--- src/rtl/tuner_ctrl_search.sv ---
// Ring-tuner peak search: sweeps DAC codes start..end by step through the arbiter
// handshakes and keeps the strongest committed power sample and its code.
module tuner_ctrl_search #(
   parameter int DAC_WIDTH = 8,
   parameter int ADC_WIDTH = 8
) (
   input  logic                 i_clk,
   input  logic                 i_rst,
   input  logic                 i_search_start,
   input  logic                 i_search_abort,
   input  logic [DAC_WIDTH-1:0] i_cfg_code_start,
   input  logic [DAC_WIDTH-1:0] i_cfg_code_end,
   input  logic [DAC_WIDTH-1:0] i_cfg_code_step,
   output logic                 o_ctrl_active,
   output logic                 o_ctrl_refresh,
   output logic                 o_tune_val,
   input  logic                 i_tune_rdy,
   output logic [DAC_WIDTH-1:0] o_ring_tune,
   input  logic                 i_commit_val,
   output logic                 o_commit_rdy,
   input  logic [ADC_WIDTH-1:0] i_pwr_commit,
   input  logic [DAC_WIDTH-1:0] i_ring_tune_commit,
   output logic                 o_search_done,
   output logic [ADC_WIDTH-1:0] o_peak_pwr,
   output logic [DAC_WIDTH-1:0] o_peak_code,
   output logic [DAC_WIDTH:0]   o_sample_cnt
);

   localparam logic [2:0] S_IDLE   = 3'd0;
   localparam logic [2:0] S_INIT   = 3'd1;
   localparam logic [2:0] S_TUNE   = 3'd2;
   localparam logic [2:0] S_COMMIT = 3'd3;
   localparam logic [2:0] S_DONE   = 3'd4;

   localparam logic [DAC_WIDTH-1:0] STEP_ONE = {{(DAC_WIDTH-1){1'b0}}, 1'b1};
   localparam logic [DAC_WIDTH:0]   CNT_ONE  = {{DAC_WIDTH{1'b0}}, 1'b1};

   logic [2:0]           state_q, state_d;
   logic [DAC_WIDTH-1:0] code_q, code_d;
   logic [DAC_WIDTH-1:0] start_q, start_d;
   logic [DAC_WIDTH-1:0] end_q, end_d;
   logic [DAC_WIDTH-1:0] step_q, step_d;
   logic [ADC_WIDTH-1:0] peak_pwr_q, peak_pwr_d;
   logic [DAC_WIDTH-1:0] peak_code_q, peak_code_d;
   logic                 valid_q, valid_d;
   logic [DAC_WIDTH:0]   cnt_q, cnt_d;
   logic [DAC_WIDTH:0]   next_sum;

   // One extra bit so a step past the top code is seen as beyond the end.
   assign next_sum = {1'b0, code_q} + {1'b0, step_q};

   always_comb begin
      state_d     = state_q;
      code_d      = code_q;
      start_d     = start_q;
      end_d       = end_q;
      step_d      = step_q;
      peak_pwr_d  = peak_pwr_q;
      peak_code_d = peak_code_q;
      valid_d     = valid_q;
      cnt_d       = cnt_q;
      if (i_search_abort) begin
         state_d = S_IDLE;
      end else begin
         case (state_q)
            S_IDLE, S_DONE: begin
               if (i_search_start) begin
                  state_d = S_INIT;
                  start_d = i_cfg_code_start;
                  end_d   = i_cfg_code_end;
                  step_d  = (i_cfg_code_step == '0) ? STEP_ONE : i_cfg_code_step;
               end
            end
            S_INIT: begin
               state_d     = S_TUNE;
               code_d      = start_q;
               peak_pwr_d  = '0;
               peak_code_d = '0;
               valid_d     = 1'b0;
               cnt_d       = '0;
            end
            S_TUNE: begin
               if (i_tune_rdy) state_d = S_COMMIT;
            end
            S_COMMIT: begin
               if (i_commit_val) begin
                  cnt_d = cnt_q + CNT_ONE;
                  // Strictly greater: on ties the earlier code wins.
                  if (!valid_q || (i_pwr_commit > peak_pwr_q)) begin
                     peak_pwr_d  = i_pwr_commit;
                     peak_code_d = i_ring_tune_commit;
                     valid_d     = 1'b1;
                  end
                  if (next_sum > {1'b0, end_q}) begin
                     state_d = S_DONE;
                  end else begin
                     state_d = S_TUNE;
                     code_d  = next_sum[DAC_WIDTH-1:0];
                  end
               end
            end
            default: state_d = S_IDLE;
         endcase
      end
   end

   always_ff @(posedge i_clk) begin
      if (i_rst) begin
         state_q     <= S_IDLE;
         code_q      <= '0;
         start_q     <= '0;
         end_q       <= '0;
         step_q      <= '0;
         peak_pwr_q  <= '0;
         peak_code_q <= '0;
         valid_q     <= 1'b0;
         cnt_q       <= '0;
      end else begin
         state_q     <= state_d;
         code_q      <= code_d;
         start_q     <= start_d;
         end_q       <= end_d;
         step_q      <= step_d;
         peak_pwr_q  <= peak_pwr_d;
         peak_code_q <= peak_code_d;
         valid_q     <= valid_d;
         cnt_q       <= cnt_d;
      end
   end

   assign o_ctrl_active  = (state_q == S_INIT) || (state_q == S_TUNE) || (state_q == S_COMMIT);
   assign o_ctrl_refresh = (state_q == S_INIT);
   assign o_tune_val     = (state_q == S_TUNE);
   assign o_commit_rdy   = (state_q == S_COMMIT);
   assign o_search_done  = (state_q == S_DONE);
   assign o_ring_tune    = code_q;
   assign o_peak_pwr     = peak_pwr_q;
   assign o_peak_code    = peak_code_q;
   assign o_sample_cnt   = cnt_q;

endmodule

--- config.mk ---
export PLATFORM = sky130hd
export DESIGN_NAME = tuner_ctrl_search
export DESIGN_NICKNAME = d
export VERILOG_FILES = /design/src/rtl/tuner_ctrl_search.sv
export SDC_FILE = /design/constraint.sdc
export NUM_CORES = 1
export LEC_CHECK = 0
export ABC_AREA = 1
export ABC_CLOCK_PERIOD_IN_PS = 4300
export BUFFER_PORTS_ARGS = -buffer_cell sky130_fd_sc_hd__clkbuf_2
export CAP_MARGIN = 20
export CORE_MARGIN = 5
export CORE_UTILIZATION = 57
export DETAILED_ROUTE_END_ITERATION = 10
export PLACE_DENSITY_LB_ADDON = 0.12
export SYNTH_ARGS = -nofsm -noshare
export SYNTH_HDL_FRONTEND = slang
export SYNTH_SLANG_ARGS = --single-unit
--- constraint.sdc ---
create_clock -name i_clk -period 4.3 [get_ports i_clk]
set_clock_uncertainty 0.2 [all_clocks]
set_input_delay 0.43 -clock i_clk [delete_from_list [all_inputs] [get_ports i_clk]]
set_output_delay 0.43 -clock i_clk [all_outputs]
set_load 0.01 [all_outputs]
# Word-level counts from Yosys, hierarchy flattened
# Cells that the tools add are included.
# totals
regBits	61
latchBits	0
mem_bits_rw	0
rom_bits	0
out_inout_bits	38
elab_cells	57
memories	0
# classes
addsub	2
multipliers	0
div	0
n_lt_le_gt_ge	2
n_eq_ne	9
shift	0
mux	20
bitwise	1
n_reduce_logical	14
# ops
op	n
$mux 8	7
$pmux 8 s2	3
$pmux 9 s2	1
$mux 3	4
$pmux 3 s4	1
$add 8x8->9	1
$add 9x1->9 const B	1
$gt 9x8->1	1
$mux 9	1
$reduce_and 3->1	3
$gt 8x8->1	1
$logic_not 8->1	1
$reduce_and 4->1	2
$eq 3x2->1 const B	2
$ne 2x2->1 const B	3
$ne 2x1->1 const B	2
$reduce_or 2->1	2
$eq 3x1->1 const B	1
$eq 3x3->1 const B	1
$logic_not 3->1	1
$logic_or 1x1->1	3
$mux 1	2
$pmux 1 s2	1
$reduce_bool 2->1	1
2 further kinds	2

# Longest topological paths before layout
# depth
word_depth	5
ltp_mapped	23

# Worst setup path after synthesis
# No wires, ideal clock.
# synth_path
path_kind	register to register
from	reg code_q[0], in the netlist o_ring_tune[0]
to	reg code_q[0], in the netlist o_ring_tune[0]
setup_ps	113
t_arrival_ps	2615
required_time_ps	3987
path_slack_ps	1372
stages_incl_launch_ff	23
n_path_buf	1
period_less_slack_ps	2928
path_cell_list	dfxtp_1 ha_1 fa_1 nand3_1 nand3_1 xor2_1 ha_1 nand2_1 nor2_1 nand2_1 nand3_1 nand2_1 nand2_1 nand2_1 nand2_1 nand2_1 nand2_1 nand2_1 nand2_2 buf_6 nand2_1 nand2_1 nor2_1
# synth_via
elab_chain_len	4
# synth_rtl
item	line_no	source
start: declaration	39	logic [DAC_WIDTH-1:0] code_q, code_d;
start signal: assignment	120	code_q <= code_d;
$add 8x8->9 *	50	assign next_sum = {1'b0, code_q} + {1'b0, step_q};
$gt 9x8->1 / $mux 8 (equally long branches)	94	if (next_sum > {1'b0, end_q}) begin
$ne 2x2->1 (no line) / $mux 8 (equally long branches)	--	
$reduce_and 4->1 (no line) / $pmux 8 s2 (equally long branches)	--	
# Every way passes the cells marked *; elsewhere a longest branch is shown, timed or not. The select of a mux whose other input is x is not followed.
# A chain may end at the register's enable or synchronous reset.

# Worst setup path after layout
# layout_path
from	reg code_q[0], in the netlist o_ring_tune[0]
to	reg code_q[5], in the netlist o_ring_tune[5]
# Same word-level chain as after synthesis.

==> run summary <==
For the pre-CTS worst setup slack, the log shows 1.053 ns. For this run, the top clock speed supported by timing is 307.0 MHz. CTS placed an instance of clkbuf_8 at the clock tree root. The startpoint of the worst-slack reg-to-reg timing path is o_ring_tune[0]. Setup slack on the worst reg-to-reg path comes out at 1.04 ns. In this run the vertical extent of the chip is 85.42 µm.

The logs give 451 for the post-synthesis instance total and 523 for the total nets after synthesis. Global routing consumed, over all layers together, 22.04% of the routing resources. In this run the static leakage power is 1.890 nW. The worst setup path is launched from a register. The antenna diode count was 0. Among cell families on the critical path, the largest total delay comes from simple AND/OR/NAND/NOR gates. In this run the post-CTS setup repair buffer count came out at 0. The run gives 27 as the floorplan row count. TritonCTS built the clock tree. Along the worst path, the maximum fanout reaches 14. Setup repair after global routing left no endpoint under its margin. The switching power as a share of total power is 26.23%, and the count of antenna-violating nets left after detailed routing is 0. On the worst path, the slowest cell contributes a delay of 0.40 ns.

The later pin in the worst-skew pair is clocked with a latency of 0.35 ns. For the worst setup path, the data arrival time is 3.30 ns. Summed over all layers, the routed wires come to 7.806 mm. The tree built by TritonCTS fans out to 61 sinks. For the count of cell types in the netlist, the log shows 32. The run finished with clean final reports.

The final core area utilization is 71.19%, and the total chip power is 1.416 mW. The weighted congestion reported at the end of routability-driven placement was 0.9104. After detailed routing, the average wire length per cell comes to 12.88 µm. The post-route fraction of the period consumed by the critical path was 75.74%.

Count of TritonRoute iterations in the first routing pass: 4. The tools report the maximum clock path buffer count as 2. The number of hold buffers added after CTS was 0; the total number of yosys warnings was 0. For this design the ratio of total power to cell area is 361.3 nW/µm². The run gives 0 as the initial antenna violation count. The synthesized design contains 61 register bits. The detailed router placed 3154 vias in this run. Sequential cells burn 42.4% of the power. In this run, post-CTS repair resized a total of 0 instances. The H-tree generated during clock tree synthesis spans 3 levels.

STA puts the critical path data required time at 4.34 ns. Entering global routing, the biggest net connects 34 pins. After global routing the overflow that remains totals 0. The tools report the beginning of the critical path as o_ring_tune[0]. The via count of the first global-routing pass was 2994; the final standard cell area without fillers was 3920 µm².

Relative to the synthesized area, the layout overhead comes to 20.92%. For this run, the post-layout net count is 601. The endpoint identified for the worst register-to-register timing path is o_ring_tune[5].

After detailed routing, the number of remaining DRC violations is 0. The CTS clock-pin slew for the worst setup and hold paths was 0.08 ns. The final critical delay including setup and external delays was 3.257 ns. In this run, the combinational gates consume 12.8% of the power. For the pin with the worst max-slew slack, the measured transition is 0.8366 ns. The worst hold slack across all endpoints is 0.1006 ns, and the total of buffers placed on input and output ports is 83.

For the net switching power, the log shows 0.3715 mW. The placed instances occupy a cell area of 3672 µm². The detailed router finished its first iteration with 225 violations.

In the final timing run, aggregate negative setup slack is 0 ns. Setup violations remaining at the end of the flow were counted as 0. Across all setup checks in the final design, the least slack found is 1.043 ns. The path with the worst hold slack has its endpoint at start_q[3].

The detailed placement HPWL was 5.538 mm; the clock share of power was 44.8%. The die is 85.42 µm wide. The tools report the count of final hold-check violations as 0. The number of clock buffers inserted by TritonCTS was 9; the depth of the worst register-to-register path was 21. Measured against its own limit, the worst slew margin works out to 44.16%. The max-slew violation count is 0, and the global-route wire length before repair is 13.05 mm. IR analysis of the VDD net gives a maximum drop of 348.4 µV.

After synthesis, flip-flops and latches occupy 37.67% of the total area. The run gives 1.045 mW as the internal power component. The final cell count without fillers is 606, and the synthesized area divided by synthesized cell count is 7.188 µm². In this run the standard cell core region covers 5507 µm².

The slowest stage of the critical path belongs to the cell fa_1. The worst hold path depth came out at 3. The buffers plus inverters on the worst setup path was 0. After synthesis the cells add up to 3242 µm². For the area of the die, the log shows 7296 µm². The number of placed cells counting well taps came out at 590.

By startpoint and endpoint, the worst setup path is classified as register to register. The most frequent cell on the critical path is nand2_1. Origin of the worst min-delay path: i_cfg_code_start[3].

84 I/O pins were placed. In the routed layout, each cell is associated on average with a via count of 5.205. Cells with a size suffix above 1 make up 21.72% of the layout.

The worst setup path is captured at a register. The worst hold path belongs to the class input pin to register. The number of max-cap violations is 0, and the starting density of the core is 58.87%.

Walking the worst path, the cells encountered are ha_1 -> fa_1 -> nand3_1 -> nand3_1 -> xor2_1 -> ha_1 -> nand2_1 -> nor2_1 -> nand2_1 -> nand3_1 -> nand2_1 -> nand2_1 -> nand2_1 -> nand2_1 -> nand2_1 -> nand2_1 -> nand2_1 -> nand2_2 -> nand2_1 -> nand2_1 -> nor2_1.
[power by group through the flow]
stage / logic [mW] / clock network, mW / registers [mW]
CTS: 0.181 / 0.642 / 0.600
global placement: 0.174 / 0 / 0.612
floorplan: 0.124 / 0 / 0.610
finish: 0.181 / 0.635 / 0.600
global route: 0.210 / 0.667 / 0.603
detailed placement: 0.179 / 0 / 0.613
[synthesized netlist by cell type (all sizes together)]
| master | number | area share (%) |
|---|---|---|
| xor2 | 5 | 1.4 |
| o21ai | 36 | 5.7 |
| nand2 | 92 | 11 |
| a21o | 1 | 0.23 |
| fa | 1 | 0.62 |
| o21a | 1 | 0.23 |
| nor3 | 10 | 1.5 |
| mux2i | 1 | 0.31 |
| nand4 | 18 | 3.5 |
| a21oi | 48 | 7.5 |
| inv | 58 | 6.8 |
| nor3b | 4 | 1.1 |
| ha | 25 | 9.6 |
| buf | 5 | 1.2 |
| clkbuf | 12 | 1.4 |
| o211ai | 1 | 0.23 |
| nor4 | 1 | 0.19 |
| nor2 | 59 | 7.5 |
| or2 | 1 | 0.19 |
| nand3 | 11 | 1.7 |
| dfxtp | 61 | 38 |
[cells in the final DEF, fill, tap and decap left out, types with 2 or more instances in the layout]
master	synthesis	final
nor2_4	2	2
inv_1	54	54
dfxtp_1	61	61
ha_1	25	25
nor3_1	10	10
nor2_2	3	3
nor2_1	54	54
clkinv_4	0	3
inv_2	3	3
clkbuf_2	0	83
xor2_1	5	5
nand4_1	18	18
clkbuf_8	0	9
bufinv_16	0	3
o21ai_0	35	35
nand3_1	11	11
nor3b_1	3	3
nand2_1	89	89
a21oi_1	47	47
[metal layers]
metal  track usage [%]  routed length [µm]  up-vias
li1                  -                   -     1630
met3             4.951                 519       12
met4             9.065                 120        0
met2             35.24                3501      109
met5                 0                   0        -
met1             28.62                3665     1403
[tightest hold or removal path: cells and delay by family]
family	cells	cell delay, ns
and+or+nand+nor	2	0.11
buffers and inverters	1	0.07
[cell type report]
class | count | area [µm²]
multi-input cells | 315 | 1718
fillers | 469 | 1587
flip-flops and latches | 61 | 1221
repair buffers | 84 | 422.9
inverters | 58 | 220.2
clock buffers | 9 | 123.9
clock inverters | 7 | 123.9
well taps | 72 | 90.09
[worst max-delay path by stage]
stage / cells after the start / slack, ns / endpoint
3_5_place_dp: 21 / 1.05 / o_ring_tune[5]
6_report: 21 / 1.04 / o_ring_tune[5]
4_1_cts: 21 / 1.04 / o_ring_tune[5]
5_1_grt: 21 / 0.70 / o_ring_tune[2]
2_1_floorplan: 22 / 1.37 / o_ring_tune[0]
3_3_place_gp: 21 / 1.24 / o_ring_tune[2]
[cell families (layout without fill, tap and decap cells)]
logic type / after synthesis / in the layout / share of synthesized area [%]
and+or+nand+nor: 196 / 196 / 27.17
AOI/OAI and AO/OA: 87 / 87 / 13.89
buffers and inverters: 75 / 158 / 9.340
DFF: 61 / 61 / 37.67
adders and majority gates: 26 / 26 / 10.27
xor gates and xnor gates: 5 / 5 / 1.351
muxes: 1 / 1 / 0.3088
[flip-flops by register name, summed over array words and instances, names as in the netlist]
name	cells
o_ring_tune	8
valid_q	1
o_peak_code	8
state_q	3
end_q	8
o_peak_pwr	8
o_sample_cnt	9
step_q	8
start_q	8
Power figures use the tool's default switching activity.
